`config.mk`:
```
export PLATFORM = sky130hd
export DESIGN_NAME = apb_rd_arbiter_flat
export DESIGN_NICKNAME = d
export VERILOG_FILES = /design/src/rtl/apb_rd_arbiter_if.sv /design/src/rtl/apb_rd_arbiter.sv /design/src/flat_wrapper.sv
export SDC_FILE = /design/constraint.sdc
export NUM_CORES = 1
export LEC_CHECK = 0
export ABC_AREA = 1
export CORE_ASPECT_RATIO = 1.2
export CORE_UTILIZATION = 38
export CTS_CLUSTER_DIAMETER = 50
export DETAILED_ROUTE_END_ITERATION = 10
export PLACE_DENSITY = 0.81
export SKIP_LAST_GASP = 1
export SYNTH_ARGS = -nofsm -noshare
export SYNTH_HDL_FRONTEND = slang
export SYNTH_SLANG_ARGS = --single-unit
```
`constraint.sdc`:
```
create_clock -name pclk -period 1.2 [get_ports pclk]
set_input_delay 0.36 -clock pclk [delete_from_list [all_inputs] [get_ports pclk]]
set_output_delay 0.36 -clock pclk [all_outputs]
set_load 0.01 [all_outputs]
```
`src/rtl/apb_rd_arbiter_if.sv`:
```
// apb_rd_arbiter_if: requester-side and APB-side signals of the
// two-requester APB read arbiter, bundled as one interface.
//
// Handshake: a requester raises reqN_valid with reqN_addr. In any cycle the
// arbiter is idle, a high valid is a request. The arbiter answers with a
// one-cycle reqN_ack, and the requester drops valid in that ack cycle.
// Later, a one-cycle reqN_done marks the point where reqN_rdata/reqN_err
// hold the result. Those two outputs then stay stable until that
// requester's next done.
interface apb_rd_arbiter_if;
    logic        req0_valid;
    logic [31:0] req0_addr;
    logic        req0_ack;
    logic        req0_done;
    logic [31:0] req0_rdata;
    logic        req0_err;

    logic        req1_valid;
    logic [31:0] req1_addr;
    logic        req1_ack;
    logic        req1_done;
    logic [31:0] req1_rdata;
    logic        req1_err;

    logic        psel;
    logic        penable;
    logic [31:0] paddr;
    logic        pwrite;
    logic        pready;
    logic        pslverr;
    logic [31:0] prdata;

    // The arbiter: it drives the APB master signals and the requester responses.
    modport master (
        input  req0_valid, req0_addr, req1_valid, req1_addr,
        output req0_ack, req0_done, req0_rdata, req0_err,
        output req1_ack, req1_done, req1_rdata, req1_err,
        output psel, penable, paddr, pwrite,
        input  pready, pslverr, prdata
    );

    // The environment: the requesters plus the APB slave.
    modport slave (
        output req0_valid, req0_addr, req1_valid, req1_addr,
        input  req0_ack, req0_done, req0_rdata, req0_err,
        input  req1_ack, req1_done, req1_rdata, req1_err,
        input  psel, penable, paddr, pwrite,
        output pready, pslverr, prdata
    );
endinterface

```
`src/rtl/apb_rd_arbiter.sv`:
```
// apb_rd_arbiter: round-robin arbiter that lets two requesters share a
// read-only APB master. Every output is registered.
//
// state_o is a debug view of the FSM:
//   0 = IDLE
//   1 = SETUP
//   2 = ACCESS
//
// Optional feature: define APB_ARB_TIMEOUT_EN to abort an ACCESS phase after
// TIMEOUT cycles without pready. The aborted read completes with err=1 and
// rdata=0.
module apb_rd_arbiter #(
    parameter int unsigned TIMEOUT = 16
) (
    input  logic             pclk,
    input  logic             presetn,
    apb_rd_arbiter_if.master bus,
    output logic [1:0]       state_o
);

    typedef enum logic [1:0] {
        IDLE   = 2'd0,
        SETUP  = 2'd1,
        ACCESS = 2'd2
    } state_t;

    state_t      state_q;
    logic        psel_q;
    logic        penable_q;
    logic [31:0] paddr_q;
    logic [1:0]  ack_q;
    logic [1:0]  done_q;
    logic [1:0]  err_q;
    logic [31:0] rdata_q [2];
    logic        last_q;      // requester granted most recently
    logic        cur_q;       // requester owning the transfer in flight

    logic        req_any_d;
    logic        gnt_d;
    logic [31:0] gnt_addr_d;
    logic        tmo_hit_d;

    // A zero timeout would mean aborting before the slave could ever answer.
    if (TIMEOUT == 0) begin : g_bad_timeout
        $error("apb_rd_arbiter: TIMEOUT must be at least 1");
    end

    // Winner selection: on a tie, grant the requester not granted last time;
    // a lone requester always wins.
    always_comb begin
        gnt_d = 1'b0;
        if (bus.req0_valid && bus.req1_valid) begin
            gnt_d = ~last_q;
        end else begin
            gnt_d = bus.req1_valid;
        end
    end

    assign req_any_d  = bus.req0_valid | bus.req1_valid;
    assign gnt_addr_d = gnt_d ? bus.req1_addr : bus.req0_addr;

`ifdef APB_ARB_TIMEOUT_EN
    localparam int unsigned CW = (TIMEOUT > 1) ? $clog2(TIMEOUT) : 1;
    logic [CW-1:0] tmo_cnt_q;

    // Count ACCESS cycles; the count is cleared during SETUP, so the first
    // ACCESS cycle sees zero.
    always_ff @(posedge pclk or negedge presetn) begin
        if (!presetn) begin
            tmo_cnt_q <= '0;
        end else if (state_q == SETUP) begin
            tmo_cnt_q <= '0;
        end else if (state_q == ACCESS && !tmo_hit_d) begin
            tmo_cnt_q <= tmo_cnt_q + 1'b1;
        end
    end

    assign tmo_hit_d = (tmo_cnt_q == CW'(TIMEOUT - 1));
`else
    assign tmo_hit_d = 1'b0;
`endif

    // Transfer FSM. The APB outputs and requester responses are updated
    // together with the state.
    always_ff @(posedge pclk or negedge presetn) begin
        if (!presetn) begin
            state_q    <= IDLE;
            psel_q     <= 1'b0;
            penable_q  <= 1'b0;
            paddr_q    <= '0;
            ack_q      <= '0;
            done_q     <= '0;
            err_q      <= '0;
            rdata_q[0] <= '0;
            rdata_q[1] <= '0;
            last_q     <= 1'b1;
            cur_q      <= 1'b0;
        end else begin
            ack_q  <= '0;
            done_q <= '0;
            case (state_q)
                IDLE: begin
                    if (req_any_d) begin
                        state_q       <= SETUP;
                        psel_q        <= 1'b1;
                        paddr_q       <= gnt_addr_d;
                        ack_q[gnt_d]  <= 1'b1;
                        last_q        <= gnt_d;
                        cur_q         <= gnt_d;
                    end
                end
                SETUP: begin
                    state_q   <= ACCESS;
                    penable_q <= 1'b1;
                end
                ACCESS: begin
                    if (bus.pready) begin
                        state_q        <= IDLE;
                        psel_q         <= 1'b0;
                        penable_q      <= 1'b0;
                        done_q[cur_q]  <= 1'b1;
                        rdata_q[cur_q] <= bus.prdata;
                        err_q[cur_q]   <= bus.pslverr;
                    end else if (tmo_hit_d) begin
                        state_q        <= IDLE;
                        psel_q         <= 1'b0;
                        penable_q      <= 1'b0;
                        done_q[cur_q]  <= 1'b1;
                        rdata_q[cur_q] <= '0;
                        err_q[cur_q]   <= 1'b1;
                    end
                end
                default: begin
                    state_q   <= IDLE;
                    psel_q    <= 1'b0;
                    penable_q <= 1'b0;
                end
            endcase
        end
    end

    assign bus.psel       = psel_q;
    assign bus.penable    = penable_q;
    assign bus.paddr      = paddr_q;
    assign bus.pwrite     = 1'b0;
    assign bus.req0_ack   = ack_q[0];
    assign bus.req1_ack   = ack_q[1];
    assign bus.req0_done  = done_q[0];
    assign bus.req1_done  = done_q[1];
    assign bus.req0_err   = err_q[0];
    assign bus.req1_err   = err_q[1];
    assign bus.req0_rdata = rdata_q[0];
    assign bus.req1_rdata = rdata_q[1];
    assign state_o        = state_q;

endmodule
```
`src/flat_wrapper.sv`:
```
// flat-port wrapper written by rule: the top's interface ports become plain ports
module apb_rd_arbiter_flat 
#(
    parameter int unsigned TIMEOUT = 16
)
  (pclk, presetn, state_o, bus_req0_valid, bus_req0_addr, bus_req1_valid, bus_req1_addr, bus_req0_ack, bus_req0_done, bus_req0_rdata, bus_req0_err, bus_req1_ack, bus_req1_done, bus_req1_rdata, bus_req1_err, bus_psel, bus_penable, bus_paddr, bus_pwrite, bus_pready, bus_pslverr, bus_prdata);
  apb_rd_arbiter_if bus_i ();
  input  logic pclk;
  input  logic presetn;
  output logic [1:0] state_o;
  input wire logic [$bits(bus_i.req0_valid)-1:0] bus_req0_valid;
  input wire logic [$bits(bus_i.req0_addr)-1:0] bus_req0_addr;
  input wire logic [$bits(bus_i.req1_valid)-1:0] bus_req1_valid;
  input wire logic [$bits(bus_i.req1_addr)-1:0] bus_req1_addr;
  output wire logic [$bits(bus_i.req0_ack)-1:0] bus_req0_ack;
  output wire logic [$bits(bus_i.req0_done)-1:0] bus_req0_done;
  output wire logic [$bits(bus_i.req0_rdata)-1:0] bus_req0_rdata;
  output wire logic [$bits(bus_i.req0_err)-1:0] bus_req0_err;
  output wire logic [$bits(bus_i.req1_ack)-1:0] bus_req1_ack;
  output wire logic [$bits(bus_i.req1_done)-1:0] bus_req1_done;
  output wire logic [$bits(bus_i.req1_rdata)-1:0] bus_req1_rdata;
  output wire logic [$bits(bus_i.req1_err)-1:0] bus_req1_err;
  output wire logic [$bits(bus_i.psel)-1:0] bus_psel;
  output wire logic [$bits(bus_i.penable)-1:0] bus_penable;
  output wire logic [$bits(bus_i.paddr)-1:0] bus_paddr;
  output wire logic [$bits(bus_i.pwrite)-1:0] bus_pwrite;
  input wire logic [$bits(bus_i.pready)-1:0] bus_pready;
  input wire logic [$bits(bus_i.pslverr)-1:0] bus_pslverr;
  input wire logic [$bits(bus_i.prdata)-1:0] bus_prdata;
  assign bus_i.req0_valid = bus_req0_valid;
  assign bus_i.req0_addr = bus_req0_addr;
  assign bus_i.req1_valid = bus_req1_valid;
  assign bus_i.req1_addr = bus_req1_addr;
  assign bus_req0_ack = bus_i.req0_ack;
  assign bus_req0_done = bus_i.req0_done;
  assign bus_req0_rdata = bus_i.req0_rdata;
  assign bus_req0_err = bus_i.req0_err;
  assign bus_req1_ack = bus_i.req1_ack;
  assign bus_req1_done = bus_i.req1_done;
  assign bus_req1_rdata = bus_i.req1_rdata;
  assign bus_req1_err = bus_i.req1_err;
  assign bus_psel = bus_i.psel;
  assign bus_penable = bus_i.penable;
  assign bus_paddr = bus_i.paddr;
  assign bus_pwrite = bus_i.pwrite;
  assign bus_i.pready = bus_pready;
  assign bus_i.pslverr = bus_pslverr;
  assign bus_i.prdata = bus_prdata;
  apb_rd_arbiter #(.TIMEOUT(TIMEOUT)) u_core (.pclk(pclk), .presetn(presetn), .bus(bus_i), .state_o(state_o));
endmodule
```
Word-level counts from Yosys, hierarchy flattened
Cells that the tools add are included.
Widths: inputs -> output; s select.

word-level totals
  logic and storage cells = 57
  bits of input ports = 102
  bits in registers = 108
  output and inout bits = 107

cells by class
  reductions and logical operators = 10
  mux-type cells = 21
  bitwise gates (word level) = 5
  equality and inequality tests = 4
  $lt $le $gt $ge = 6

operators by type and width
  operator            count
  $bwmux 64           1
  $mux 32             2
  $demux 32 s1        1
  $mux 2              6
  $reduce_and 2->1    4
  $pmux 1 s3          2
  $pmux 2 s3          1
  $mux 1              5
  $logic_and 1x1->1   4
  $lt 1x2->1 const B  2
  $not 1->1           3
  $reduce_and 3->1    1
  $bwmux 2            1
  $demux 1 s1         2
  $eq 2x1->1 const B  1
  $eq 2x2->1 const B  1
  $ge 1x1->1 const B  2
  $ge 2x2->1 const B  1
  $logic_not 2->1     1
  $lt 2x1->1 const B  1
  $ne 2x1->1 const B  1
  $ne 2x2->1 const B  1
  $not 1->2           1
  $or 1x1->1          1

Logic depth before layout (Yosys ltp)
  depth after elaboration = 8
  gate-level depth with buffers = 7
  gate-level depth less buffers = 6

Least setup slack after synthesis
No wires, ideal clock.

  path kind = reg-to-reg
  start point = reg u_core.state_q[0], in the netlist u_core.state_o[0]
  end point = reg u_core.paddr_q[24], in the netlist u_core.bus.paddr[24]
  period minus slack after synthesis = 1.278 ns
  library setup time = 0.116 ns
  path buffers = 1
  cell stages (with the launch flop) = 8
  data required time = 1.084 ns
  setup slack = -0.078 ns
  data arrival time = 1.162 ns
  cells stage by stage = dfrtp_1 nor2_1 inv_2 nor2_8 inv_6 buf_6 nand2_1 nand2_1

between the ends
  word-level cells in the longest chain between the ends = 2

RTL lines
  what                               line                   text
  from (decl)                        apb_rd_arbiter.sv:27   state_t state_q;
  from (signal assigned)             apb_rd_arbiter.sv:87   state_q <= IDLE;
  from (signal assigned)             apb_rd_arbiter.sv:104  state_q <= SETUP;
  from (signal assigned)             apb_rd_arbiter.sv:113  state_q <= ACCESS;
  $logic_not 2->1                    apb_rd_arbiter.sv:101  case (state_q)
  $reduce_and 2->1 (no source line)  -
  to (signal assigned)               apb_rd_arbiter.sv:106  paddr_q <= gnt_addr_d;
  to (decl)                          apb_rd_arbiter.sv:30   logic [31:0] paddr_q;

Every way passes these cells.
A chain may end at the register's enable or synchronous reset.

Worst setup path after layout
  start point = reg u_core.state_q[1], in the netlist u_core.state_o[1]
  end point = reg u_core.paddr_q[8], in the netlist u_core.bus.paddr[8]

The elaborated chain is that of the path after synthesis.

==> out/qor.yml <==
status: "finished, violations left"
failed_checks: "setup timing"
synth-edff-count: 0
path_buf_inv: 4
power_frac_seq_pct: 31.0
yosys_register_bits: 108
avgSynthCellArea_um2: 8.69
holdCritPathClass: "reg -> reg"
pin_count: 209
cp-start-kind: "register"
seq_area_mm2: 0.00271
leakage_nw: 4.46
crit_path_end_kind: "register"
dr_total_vias: 4911
synth_area_mm2: 0.00460
start_util_pct: 39.4
clkPwrFrac_pct: 16.7
cts_made_buffers: 9
drt_iter0_markers: 186
r2r-end: "u_core.bus.paddr[8]"
rsz0062_at_grt: "true"
synth_fp_nets: 632
cp_max_fo: 5
design_power_total_mw: 20.8
synthFlopType: "dfrtp_1"
place_ws_ps: -449
fmax_mhz: 691
cts_tree: "built"
grt_max_degree: 68
synth_commonest_cells: "nand2_1 (214), dfrtp_1 (107), o21ai_1 (58), inv_1 (53), nand3_1 (34)"
swShare_pct: 36.8
seq_area_frac_synth_pct: 58.7
skew_ps: 5.88
nets: 942
syn2layout_area_growth_pct: 80.9
critical-path-max-stage-delay_ps: 410
cp-endpoint: "u_core.bus.paddr[8]"
cp_top_family: "buffers and inverters"
fin_crit_sh_pct: 121
viasPerCell: 4.90
period_minus_slack_ps: 1450
grt_usage_pct: 20.0
grt_pass1_vias: 4204
drcViolationCount: 0
yosysTopAreaCellShare_pct: 58.2
clock-sinks: 108
yosysTopAreaCell: "dfrtp_1"
detail-route-antenna-nets: 0
chipHeight_um: 123
avgRoutedWirePerCell_um: 16.9
yosysMostFrequentCell: "nand2_1"
worst-setup-path-type: "reg -> reg"
r2r_slack_ps: -250
hold_viol_final: 0
io_buffers: 207
num-fill-cells: 773
die_area_mm2: 0.0126
core_mm2: 0.0117
synth_cells: 530
asyncSetResetFlopFracSynth_pct: 100
grt_antenna_before_repair: 0
grt_pass1_wl_mm: 19.4
drtPass1Iterations: 5
cts_max_path_buffers: 2
cts.clk_slew.worst_paths_ps: 70
reg2regPathDepth: 8
cpMostUsedCell: "buf_6"
htree_levels: 3
grt_overflow: 0
drv_slew: 0
p_int_mw: 13.1
insertion_delay_ps: 350
drive_gt1_share_pct: 38.1
power.net_switching_mw: 7.65
num_rows: 43
ys_warn_count: 0
gp_congestion: 0.795
cp_cell_sequence: "buf_6, nor2_4, inv_4, nor2_8, buf_6, clkbuf_16, nand3_1, nand2_1"
rr_startpoint: "u_core.state_o[1]"
multi_input_area_mm2: 0.00178
cp.required_ps: 1490
cap_violations: 0
setup_viol: 210
synthTopCellsByArea: "dfrtp_1 (58%), nand2_1 (17%), o21ai_1 (6.3%)"
cts_root_buffer: "clkbuf_16"
cp_slowest_cell: "dfrtp_2"
n_antenna_cell: 0
cp.arrival_ps: 1740
irDropWorstVdd_mv: 0.949
combPwrFrac_pct: 52.3
p_per_area_mw_per_mm2: 2490
place_hpwl_mm: 8.90
cp-startpoint: "u_core.state_o[1]"
routed_wl_mm: 17.0
die_w_um: 102
critical_path_depth: 8
setup_ws_ps: -247
yosysUniqueCellTypes: 21
-- power groups by stage --
stage,Combinational (mW),Clock [mW],Sequential (mW)
finish,10.9,3.46,6.44
global route,11.6,3.63,6.58
CTS,7.73,3.49,6.23
detailed placement,8.08,0,6.34
global placement,7.88,0,6.29
floorplan,2.75,0,7.00
-- worst reg2reg max path, stage by stage (launching register included) --
cell and delay (ps):
dfrtp_2 410, buf_6 130, nor2_4 130, inv_4 60, nor2_8 140, buf_6 170, clkbuf_16 160, nand3_1 100
nand2_1 90
-- routing by layer --
| metal | vias up | wire length (um) | global-route usage, % |
|---|---|---|---|
| met3 | 44 | 1460 | 4.67 |
| li1 | 2264 | - | - |
| met5 | - | 0 | 0 |
| met4 | 0 | 549 | 10.2 |
| met2 | 275 | 8740 | 34.8 |
| met1 | 2328 | 6220 | 22.7 |
-- flip-flops by register name (all words and copies together) (netlist names) --
name                   flops
u_core.done_q              2
u_core.bus.psel            1
u_core.err_q               2
u_core.bus.penable         1
u_core.last_q              1
u_core.bus.req0_rdata     32
u_core.state_o             2
u_core.ack_q               2
u_core.bus.paddr          32
u_core.bus.req1_rdata     32
u_core.cur_q               1
-- layout make-up --
class / instances / area share, %
Timing Repair Buffer: 326 / 36.2
Clock inverter: 6 / 1.40
Timing Repair inverter: 4 / 0.601
Multi-Input combinational cell: 336 / 21.3
Tap cell: 157 / 2.36
Inverter: 55 / 2.69
Sequential cell: 108 / 32.5
Clock buffer: 10 / 2.87
-- placed cells by master, fill, tap and decap left out, types with 10 or more instances in the layout --
cell type        Yosys  final
inv_1               53     51
nand3_2              2     10
o21ai_1             58     53
nand3_1             34     24
nand2_1            214    173
nand2_4              0     14
nand3b_1            12     12
buf_6               11     47
o21ai_2              0     10
clkbuf_16            0     17
buf_12               0     10
nand2_2              1     27
dfrtp_1            107    104
buf_2                8     70
clkdlybuf4s50_1      0     98
buf_4                1     85
-- kinds of logic after synthesis --
family                 count (synthesis)  share of synthesized area, %
buffers and inverters                 86                          9.21
flip-flops                           108                          58.7
AND/OR/NAND/NOR                      268                          24.7
other                                  1                        0.0814
AO/OA/AOI/OAI                         67                          7.28
-- per-stage QoR --
stage	instance area, um^2	hold slack [ps]	utilization [%]	std cells	TNS [ps]
2_1_floorplan	4630	64.4	-	530	-370
3_3_place_gp	6940	361	59.5	889	-36710
3_5_place_dp	6940	369	59.5	889	-38820
4_1_cts	7210	478	61.8	945	-12640
5_1_grt	8330	499	71.3	1002	-27750
6_report	8330	484	71.3	1002	-19130
-- what timing repair did --
action,CTS,global route
endpoints found under the setup margin,208,212
endpoints found under the hold margin,11,0
pin swaps,2,33
gates cloned,3,20
buffers inserted,36,38
hold buffers,1,0
resized for setup,446,130
-- worst min-delay path by stage --
stage                               startpoint                        end  slack, ps  depth (start not counted)
after floorplan                        presetn            u_core.ack_q[0]         60                          0
after global placement                 presetn  u_core.bus.req1_rdata[27]        360                          2
after detailed placement               presetn  u_core.bus.req0_rdata[30]        370                          2
after CTS                 u_core.bus.paddr[31]       u_core.bus.paddr[31]        480                          2
after global routing      u_core.bus.paddr[30]       u_core.bus.paddr[30]        500                          2
final                     u_core.bus.paddr[30]       u_core.bus.paddr[30]        480                          2
No activity file was read; power rests on OpenSTA's default activity.
